### src/rtl/xor_parity_accum_if.sv
// Frame-in / result-out bus for xor_parity_accum.
// Both halves use valid/ready: a transfer happens on a rising clk edge where valid and ready are both 1.
interface xor_parity_accum_if #(
    parameter int WIDTH   = 8,
    parameter int MAX_LEN = 16
);
    localparam int CW = $clog2(MAX_LEN + 1);

    logic             in_valid;
    logic             in_ready;
    logic [WIDTH-1:0] in_data;
    logic             in_last;
    logic             out_valid;
    logic             out_ready;
    logic [WIDTH-1:0] out_xor;
    logic             out_parity;
    logic [CW-1:0]    out_count;
    logic             out_trunc;

    // Producer/consumer side (testbench or upstream logic).
    modport master (
        output in_valid, in_data, in_last, out_ready,
        input  in_ready, out_valid, out_xor, out_parity, out_count, out_trunc
    );

    modport slave (
        input  in_valid, in_data, in_last, out_ready,
        output in_ready, out_valid, out_xor, out_parity, out_count, out_trunc
    );
endinterface

### src/rtl/xor_parity_accum.sv
// XOR/parity accumulator over frames of up to MAX_LEN words, presenting one result per frame.
// Optional macro XOR_ODD_EN selects odd parity for out_parity (even parity when undefined).
module xor_parity_accum #(
    parameter int WIDTH   = 8,
    parameter int MAX_LEN = 16
) (
    input  logic                 clk,
    input  logic                 rst_n,
    xor_parity_accum_if.slave    bus,
    output logic [1:0]           dbg_state
);
    localparam int CW = $clog2(MAX_LEN + 1);

    typedef enum logic [1:0] {
        IDLE  = 2'd0,
        ACCUM = 2'd1,
        HOLD  = 2'd2
    } state_t;

    state_t           state;
    state_t           state_nxt;
    logic [WIDTH-1:0] acc;
    logic [CW-1:0]    count;
    logic [CW-1:0]    count_inc;
    logic             trunc;
    logic             accept;
    logic             handoff;
    logic             closing;
    logic             hold;
    logic             par_raw;

    assign hold      = (state == HOLD);
    assign accept    = bus.in_valid && !hold;
    assign handoff   = hold && bus.out_ready;
    // count stays below MAX_LEN outside HOLD, so the increment cannot overflow CW bits.
    assign count_inc = count + CW'(1);
    assign closing   = bus.in_last || (count_inc == CW'(MAX_LEN));

    always_ff @(posedge clk or negedge rst_n) begin
        if (!rst_n) begin
            state <= IDLE;
        end else begin
            state <= state_nxt;
        end
    end

    always_comb begin
        state_nxt = state;
        case (state)
            IDLE, ACCUM: begin
                if (accept) begin
                    state_nxt = closing ? HOLD : ACCUM;
                end
            end
            HOLD: begin
                if (bus.out_ready) begin
                    state_nxt = IDLE;
                end
            end
            default: state_nxt = IDLE;
        endcase
    end

    // acc is already 0 in IDLE, so the first word of a frame needs no special case.
    always_ff @(posedge clk or negedge rst_n) begin
        if (!rst_n) begin
            acc   <= '0;
            count <= '0;
            trunc <= 1'b0;
        end else if (handoff) begin
            acc   <= '0;
            count <= '0;
            trunc <= 1'b0;
        end else if (accept) begin
            acc   <= acc ^ bus.in_data;
            count <= count_inc;
            trunc <= (count_inc == CW'(MAX_LEN)) && !bus.in_last;
        end
    end

`ifdef XOR_ODD_EN
    assign par_raw = ~^acc;
`else
    assign par_raw = ^acc;
`endif

    // All result fields are forced to 0 outside HOLD so stale values never leak out.
    always_comb begin
        bus.in_ready   = !hold;
        bus.out_valid  = hold;
        bus.out_xor    = hold ? acc : '0;
        bus.out_parity = hold && par_raw;
        bus.out_count  = hold ? count : '0;
        bus.out_trunc  = hold && trunc;
        dbg_state      = state;
    end
endmodule

### src/flat_wrapper.sv
// flat-port wrapper written by rule: the top's interface ports become plain ports
module xor_parity_accum_flat 
#(
    parameter int WIDTH   = 8,
    parameter int MAX_LEN = 16
)
  (clk, rst_n, dbg_state, bus_in_valid, bus_in_data, bus_in_last, bus_out_ready, bus_in_ready, bus_out_valid, bus_out_xor, bus_out_parity, bus_out_count, bus_out_trunc);
  xor_parity_accum_if #(.WIDTH(WIDTH), .MAX_LEN(MAX_LEN)) bus_i ();
  input  logic clk;
  input  logic rst_n;
  output logic [1:0] dbg_state;
  input wire logic [$bits(bus_i.in_valid)-1:0] bus_in_valid;
  input wire logic [$bits(bus_i.in_data)-1:0] bus_in_data;
  input wire logic [$bits(bus_i.in_last)-1:0] bus_in_last;
  input wire logic [$bits(bus_i.out_ready)-1:0] bus_out_ready;
  output wire logic [$bits(bus_i.in_ready)-1:0] bus_in_ready;
  output wire logic [$bits(bus_i.out_valid)-1:0] bus_out_valid;
  output wire logic [$bits(bus_i.out_xor)-1:0] bus_out_xor;
  output wire logic [$bits(bus_i.out_parity)-1:0] bus_out_parity;
  output wire logic [$bits(bus_i.out_count)-1:0] bus_out_count;
  output wire logic [$bits(bus_i.out_trunc)-1:0] bus_out_trunc;
  assign bus_i.in_valid = bus_in_valid;
  assign bus_i.in_data = bus_in_data;
  assign bus_i.in_last = bus_in_last;
  assign bus_i.out_ready = bus_out_ready;
  assign bus_in_ready = bus_i.in_ready;
  assign bus_out_valid = bus_i.out_valid;
  assign bus_out_xor = bus_i.out_xor;
  assign bus_out_parity = bus_i.out_parity;
  assign bus_out_count = bus_i.out_count;
  assign bus_out_trunc = bus_i.out_trunc;
  xor_parity_accum #(.WIDTH(WIDTH), .MAX_LEN(MAX_LEN)) u_core (.clk(clk), .rst_n(rst_n), .bus(bus_i), .dbg_state(dbg_state));
endmodule
### config.mk
export PLATFORM = sky130hd
export DESIGN_NAME = xor_parity_accum_flat
export DESIGN_NICKNAME = d
export VERILOG_FILES = /design/src/rtl/xor_parity_accum_if.sv /design/src/rtl/xor_parity_accum.sv /design/src/flat_wrapper.sv
export SDC_FILE = /design/constraint.sdc
export NUM_CORES = 1
export LEC_CHECK = 0
export ABC_AREA = 1
export BUFFER_PORTS_ARGS = -buffer_cell sky130_fd_sc_hd__buf_4
export CORE_MARGIN = 3
export CORE_UTILIZATION = 45
export CTS_BUF_LIST = sky130_fd_sc_hd__clkbuf_4 sky130_fd_sc_hd__clkbuf_8 sky130_fd_sc_hd__clkbuf_16
export CTS_CLUSTER_SIZE = 20
export DETAILED_ROUTE_END_ITERATION = 10
export PLACE_DENSITY = 0.72
export SLEW_MARGIN = 20
export SYNTH_ARGS = -nofsm -noshare
export SYNTH_HDL_FRONTEND = slang
export SYNTH_SLANG_ARGS = --single-unit
### constraint.sdc
create_clock -name clk -period 1.54 [get_ports clk]
set_clock_uncertainty 0.05 [all_clocks]
set_input_delay 0.308 -clock clk [delete_from_list [all_inputs] [get_ports clk]]
set_output_delay 0.308 -clock clk [all_outputs]
set_load 0.05 [all_outputs]
### After elaboration in Yosys (flattened, before gate mapping)

Cells that the tools add are included.

| storage, ports and cells | value |
|---|---|
| register bits | 16 |
| input bits | 13 |
| output and inout bits | 19 |
| word-level logic and storage cells | 36 |

| cells by class | value |
|---|---|
| add/sub/neg operators | 1 |
| eq/ne operators | 5 |
| mux-type cells | 12 |
| bitwise operators | 1 |
| reduce and logical (&&, ||, !) cells | 13 |

Operators by type and width:

| operator | number |
|---|---|
| two-way mux 8 bit | 3 |
| two-way mux 5 bit | 3 |
| XOR reduction 8 bit | 1 |
| bitwise XOR 8 bit | 1 |
| two-way mux 2 bit | 3 |
| adder 5 x 1 -> 5 bit (second input constant) | 1 |
| == test 5 bit (second input constant) | 1 |
| logical AND 1 bit | 5 |
| case mux 2 bit (2 select lines) | 1 |
| == test 2 x 1 -> 1 bit (second input constant) | 1 |
| == test 2 bit (second input constant) | 1 |
| logical NOT 1 bit | 2 |
| logical NOT 2 bit | 1 |
| two-way mux 1 bit | 2 |
| != test 2 x 1 -> 1 bit (second input constant) | 1 |
| != test 2 bit (second input constant) | 1 |
| AND reduction 2 bit | 1 |
| nonzero test 2 bit | 1 |
| OR reduction 2 bit | 1 |
| logical OR 1 bit | 1 |

### Depth between registers and ports, before layout

Gate-level depths: netlist (run 1).

| depth | value |
|---|---|
| depth in word-level cells | 6 |
| mapped depth | 8 |
| gate-level depth less buffers | 8 |

### Worst setup path after synthesis (run 1)

Ideal clock, no wire load.

| timing | value |
|---|---|
| kind | register to output |
| start | register u_core.state[1], in the netlist u_core.dbg_state[1] |
| end | output port bus_out_parity |
| arrival time | 1.808 ns |
| required time | 1.182 ns |
| slack | -0.626 ns |
| stages on the path, launching flop included | 5 |
| path buffers | 0 |
| cells stage by stage | dfrtp_1 nand2_4 inv_2 nand2_1 nor2_1 |

| between the ends | value |
|---|---|
| cells in the longest elaborated chain, start to end | 2 |

Ends and longest elaborated chain:

| what | line | RTL |
|---|---|---|
| start: declaration | xor_parity_accum.sv:20 | `state_t state;` |
| start signal: assignment | xor_parity_accum.sv:43 | `state <= state_nxt;` |
| == test 2 bit | xor_parity_accum.sv:32 | `assign hold = (state == HOLD);` |
| net bus_out_valid | flat_wrapper.sv:17 | `output wire logic [$bits(bus_i.out_valid)-1:0] bus_out_valid;` |
| logical AND 1 bit | xor_parity_accum.sv:92 | `bus.out_parity = hold && par_raw;` |
| end: declaration | flat_wrapper.sv:19 | `output wire logic [$bits(bus_i.out_parity)-1:0] bus_out_parity;` |

The timed path passes the listed nets, and every way through them passes these cells.

### Worst setup path after layout (run 1)

| timing | value |
|---|---|
| start | register u_core.acc[6] |
| end | output port bus_out_parity |

| between the ends | value |
|---|---|
| cells in the longest elaborated chain, start to end | 2 |

Ends and longest elaborated chain:

| what | line | RTL |
|---|---|---|
| start: declaration | xor_parity_accum.sv:22 | `logic [WIDTH-1:0] acc;` |
| start signal: assignment | xor_parity_accum.sv:75 | `acc <= acc ^ bus.in_data;` |
| XOR reduction 8 bit | xor_parity_accum.sv:84 | `assign par_raw = ^acc;` |
| logical AND 1 bit | xor_parity_accum.sv:92 |  |

Every way passes these cells.

==> results.yml, run 1 <==
outcome:
  status: "finished with violations"
  violations: "negative setup slack"
placement:
  dp_hpwl_um: 1770
  gp_congestion: 0.8159
  port-buffer-count: 31
  placed_area_um2: 1411
clocking:
  clkLatencyLatePin_ns: 0.31
  path_clk_slew_ns: 0.11
  clock-sinks: 16
  clockBufferDepth: 2
  cts_buffers: 3
  h-tree-depth: 1
  tritoncts: "yes"
  cts_root_buffer: "clkbuf_4"
layout:
  utilization_pct: 88.66
  drive_above_1_share_pct: 56.83
  final_common_cell: "buf_4"
  fin_area_um2: 1810
  n_fill_cell: 91
  antenna_cells: 0
  areaGrowthSynthToFinish_pct: 80.65
  final_cell_mix: "buf_4 (31), nand2_1 (22), nor2_4 (15), dfrtp_1 (14)"
  fin_nets: 198
yosys:
  avgSynthCellArea_um2: 8.018
  async_reset_ff_share_pct: 100.0
  yosysWarnings: 0
  synth_cells: 125
  syn_nets: 139
  syn_area_um2: 1002
  synth_edf_count: 0
  ys.flop_type: "dfrtp_1"
  ys_seq_area_share_pct: 39.95
  ys_ff_latch: 16
  yosysUniqueCellTypes: 23
worst_setup_path:
  path_delay_family: "flip-flops"
  reg2reg_from: "u_core.dbg_state[1]"
  cp-start-kind: "flip-flop"
  crit_fanout: 4
  cp_num_buf_inv: 1
  critPathLaunch: "u_core.acc[6]"
  worstSetupEndpointType: "output port"
  critical_path_depth: 7
  r2r_slack_ns: 0.04
  ff2ff_path_depth: 9
  crit_path_max_incr_delay_ns: 0.44
  crit_required_ns: 1.18
  endpoint: "bus_out_parity"
  path_cells: "xor2_1, nand2_1, nand2_2, nand2_2, nand2_2, nor2_4, buf_8"
  r2r_end: "u_core.acc[5]"
  critPathKind: "reg -> out"
  worstPathArrival_ns: 1.43
  crit_path_top_delay_cell: "dfrtp_1"
  crit_top_cell: "nand2_2"
drt:
  via_per_inst: 5.148
  dr.pass1.iters: 4
  wl_um: 3254
  vias: 1081
  drt_iter0_markers: 19
  wl_per_cell_um: 15.50
  antenna_left: 0
  route.detailed.drc: 0
run:
  maxCapViolations: 0
global_route:
  grt_pass1_vias: 997
  grt_pass1_wl_um: 4374
  grt_use_total_pct: 22.03
  antenna_found_initial: 0
  grt_max_degree: 17
  overflow: 0
power:
  power_leakage_uw: 0.0008390
  ir_drop_mv: 1.280
  p_per_area_nw_per_um2: 2023
timing:
  hold_viol_final: 0
  rsz0062_at_grt: "true"
  setup_tns_ns: -2.301
  tightest_slew_ns: 0.2451
  finalCriticalPeriod_ns: 1.790
  fin_crit_sh_pct: 116.2
  setup_violations: 16
  setup_ws_ns: -0.2499
  fmax_mhz: 558.7
  slew_headroom_pct: 83.66
  drv_slew: 0
floorplanning:
  fp.dieArea_um2: 2829
  ioPinCount: 32
  initial_utilization_pct: 49.08
  die_h_um: 53.19
  fp.dieW_um: 53.19
  row_count: 16
  fp.coreArea_um2: 2042
hold_path:
  hold_path_depth: 3
  worstHoldPathType: "in -> reg"
-- how the worst min path moves through the flow --
stage | start | endpoint | slack [ns]
4_1_cts | bus_out_ready | u_core.dbg_state[1] | 0.21
5_1_grt | bus_in_data[5] | u_core.acc[5] | 0.19
6_report | bus_in_data[5] | u_core.acc[5] | 0.22
3_3_place_gp | rst_n | u_core.acc[3] | 0.13
3_5_place_dp | rst_n | u_core.acc[4] | 0.14
2_1_floorplan | rst_n | u_core.acc[0] | -0.04
-- repair_timing --
item,4_1_cts,5_1_grt
gates resized for setup,29,19
buffers inserted,10,8
gates cloned,1,0
pin swaps,11,4
hold buffers,1,0
endpoints found under the setup margin,17,17
hold endpoints to repair,16,0
-- power by group --
group | switching (uW) | leakage (uW) | internal [uW] | total [uW]
logic | 1430 | 0.000618 | 1130 | 2560
clock network | 161 | 0.0000210 | 145 | 305
registers | 207 | 0.000200 | 595 | 801
total | 1800 | 0.000839 | 1870 | 3660
-- per-layer routing --
| metal | up-vias | track usage (%) | wire length (um) |
|---|---|---|---|
| met3 | 12 | 5.915 | 219 |
| met1 | 511 | 24.12 | 1194 |
| met2 | 41 | 40.70 | 1746 |
| met5 | - | 0 | 0 |
| li1 | 517 | - | - |
| met4 | 0 | 6.809 | 93 |
-- flip-flops by register name (all words and copies together) (netlist names) --
name              count
u_core.acc            8
u_core.count          5
u_core.dbg_state      2
u_core.trunc          1
-- cell type report --
cell class | instances | area, um^2 | share of cell area (%)
flip-flops and latches | 16 | 402.9 | 22.25
multi-input cells | 88 | 665.6 | 36.77
clock buffers | 4 | 36.28 | 2.004
well taps | 27 | 33.78 | 1.866
inverters | 19 | 83.83 | 4.630
repair buffers | 56 | 588.1 | 32.48
-- tightest hold or removal path, delay by kind of cell --
family                 cells  cell delay, ns
buffers and inverters      1            0.12
AND/OR/NAND/NOR            1            0.08
AO/OA/AOI/OAI              1            0.05
-- cells in the mapped netlist, drive strengths merged (2+ instances only) --
master	number	area share, %
nand2	33	14
inv	19	7.4
nor2	19	7.1
dfrtp	16	40
o22ai	9	7.5
xnor2	9	7.9
nand3	5	3.5
buf	3	3.6
nand4	3	1.9
o21ai	3	1.5
xor2	2	1.7
-- metrics by stage --
stage               hold slack (ns)  setup WS (ns)  power (uW)  instances
floorplan                  -0.03759       -0.05008        2174        125
global placement             0.1341        0.07411        2558        186
detailed placement           0.1352        0.05587        2609        186
CTS                          0.2088        -0.2239        3324        202
global route                 0.1901        -0.3536        3888        210
finish                       0.2190        -0.2499        3663        210
-- kinds of logic after synthesis --
logic type	Yosys count	synth area share [%]
simple gates	61	27.47
buf+inv	22	10.99
flops	16	39.95
compound gates	14	10.74
xor+xnor	11	9.614
fa+ha+maj	1	1.248
(Power assumes the default switching activity.)
==> inputs of run 2 (changes only) <==
Settings changed: CELL_PAD_IN_SITES_DETAIL_PLACEMENT set to 0, CELL_PAD_IN_SITES_GLOBAL_PLACEMENT set to 1, CORE_UTILIZATION 45 to 35, PLACE_DENSITY 0.72 to unset, PLACE_DENSITY_LB_ADDON set to 0.1.
==> results.yml, run 2 (synthesized netlist as in run 1, its figures left out) <==
outcome:
  status: "finished with violations"
  violations: "negative setup slack"
drt:
  drt_iter0_markers: 21
  wl_um: 2610
  route.detailed.drc: 0
  vias: 1002
  via_per_inst: 4.888
  dr.pass1.iters: 4
  antenna_left: 0
  wl_per_cell_um: 12.73
placement:
  port-buffer-count: 31
  dp_cells: 190
  gp_congestion: 0.8255
  dp_hpwl_um: 1762
timing:
  setup_violations: 16
  finalCriticalPeriod_ns: 1.764
  tightest_slew_ns: 0.2241
  hold_viol_final: 0
  rsz0062_at_grt: "true"
  fmax_mhz: 567.0
  fin_crit_sh_pct: 114.5
  setup_ws_ns: -0.2235
  slew_headroom_pct: 85.06
  drv_slew: 0
global_route:
  overflow: 0
  grt_max_degree: 17
  grt_use_total_pct: 16.77
  grt_pass1_vias: 997
  grt_pass1_wl_um: 4374
  antenna_found_initial: 0
hold_path:
  worstHoldPathType: "in -> reg"
  hp-start: "bus_out_ready"
layout:
  final_cell_count_no_fill: 205
  largest-register: "u_core.acc"
  final_common_cell: "buf_4"
  drive_above_1_share_pct: 56.00
  largest_reg_flops: 8
  areaGrowthSynthToFinish_pct: 70.41
  fin_nets: 190
  antenna_cells: 0
  final_cell_mix: "buf_4 (27), nand2_1 (21), nor2_4 (15)"
floorplanning:
  fp.coreArea_um2: 2590
  fp.dieW_um: 59.51
  ioPinCount: 32
  die_h_um: 59.51
  row_count: 18
  fp.dieArea_um2: 3541
  initial_utilization_pct: 38.70
clocking:
  cts_root_buffer: "clkbuf_4"
  tritoncts: "yes"
  clkLatencyLatePin_ns: 0.30
  h-tree-depth: 1
  path_clk_slew_ns: 0.10
  clock-sinks: 16
  cts_buffers: 3
  clockBufferDepth: 2
power:
  p_per_area_nw_per_um2: 1965
  ir_drop_mv: 1.345
  power_leakage_uw: 0.0007863
  p_total_uw: 3356
worst_setup_path:
  reg2reg_from: "u_core.dbg_state[0]"
  worstSetupEndpointType: "output port"
  r2r_slack_ns: 0.08
  cp-start-kind: "flip-flop"
  worstPathArrival_ns: 1.41
  crit_required_ns: 1.18
  critPathLaunch: "u_core.acc[6]"
  critPathKind: "reg -> out"
  crit_fanout: 3
run:
  maxCapViolations: 0
run 2: cell types whose count changed in the layout (fill, tap and decap cells not counted):
| cell | change |
|---|---|
| o32ai_2 | -1 |
| nand2_2 | +1 |
| buf_12 | -3 |
| o32ai_1 | +1 |
| buf_16 | +1 |
| clkbuf_8 | -1 |
| nand2_8 | -1 |
| clkbuf_4 | +1 |
| dfrtp_2 | +2 |
| nand2_1 | -1 |
| buf_4 | -4 |
| dfrtp_1 | -2 |
| buf_8 | -1 |
run 2: repair_timing:
action | 4_1_cts | 5_1_grt
setup endpoints to repair | 16 | 26
hold buffers | 1 | 0
setup buffers | 5 | 4
gates resized for setup | 24 | 24
pin swaps | 2 | 6
hold endpoints to repair | 16 | 0
gates cloned | 1 | 0
run 2: power by group:
part / leakage, uW / internal [uW] / switching (uW)
clock network: 0.0000184 / 119 / 149
logic: 0.000570 / 990 / 1290
registers: 0.000198 / 600 / 213
run 2: per-layer routing:
| layer | global-route usage, % | wire length, um |
|---|---|---|
| met1 | 19.46 | 1028 |
| met2 | 28.55 | 1361 |
| met3 | 5.229 | 168 |
| met4 | 6.646 | 51 |
| met5 | 0 | 0 |
run 2: final timing paths:
check | cells past startpoint | endpoint
setup reg to reg | 10 | u_core.acc[5]
hold reg to reg | 2 | u_core.trunc
min in group asynchronous | 2 | u_core.count[2]
hold / removal | 3 | u_core.dbg_state[1]
max in group asynchronous | 2 | u_core.acc[4]
setup / recovery | 7 | bus_out_parity
run 2: cell type report:
| cell class | count | area [um^2] |
|---|---|---|
| Clock buffer | 4 | 30.03 |
| Fill cell | 218 | 882.1 |
| Inverter | 19 | 83.83 |
| Multi-Input combinational cell | 87 | 640.6 |
| Sequential cell | 16 | 405.4 |
| Tap cell | 30 | 37.54 |
| Timing Repair Buffer | 49 | 510.5 |
run 2: metrics by stage:
stage | hold WS, ns | setup slack (ns) | util, % | TNS (ns) | instance area, um^2
floorplan | -0.03759 | -0.05008 | - | -0.3039 | 1126
global placement | 0.1364 | 0.04220 | 54.93 | 0 | 1423
detailed placement | 0.1355 | 0.04036 | 54.93 | 0 | 1423
CTS | 0.2071 | -0.2547 | 62.51 | -2.072 | 1619
global route | 0.1965 | -0.3247 | 65.94 | -2.771 | 1708
finish | 0.2051 | -0.2235 | 65.94 | -1.911 | 1708
run 2: critical path: stages (launching register included):
cell     delay, ns
dfrtp_1       0.43
xor2_1        0.18
nand2_1       0.07
nand2_2       0.07
nand2_2       0.07
nand2_2       0.06
nor2_4        0.09
buf_8         0.15
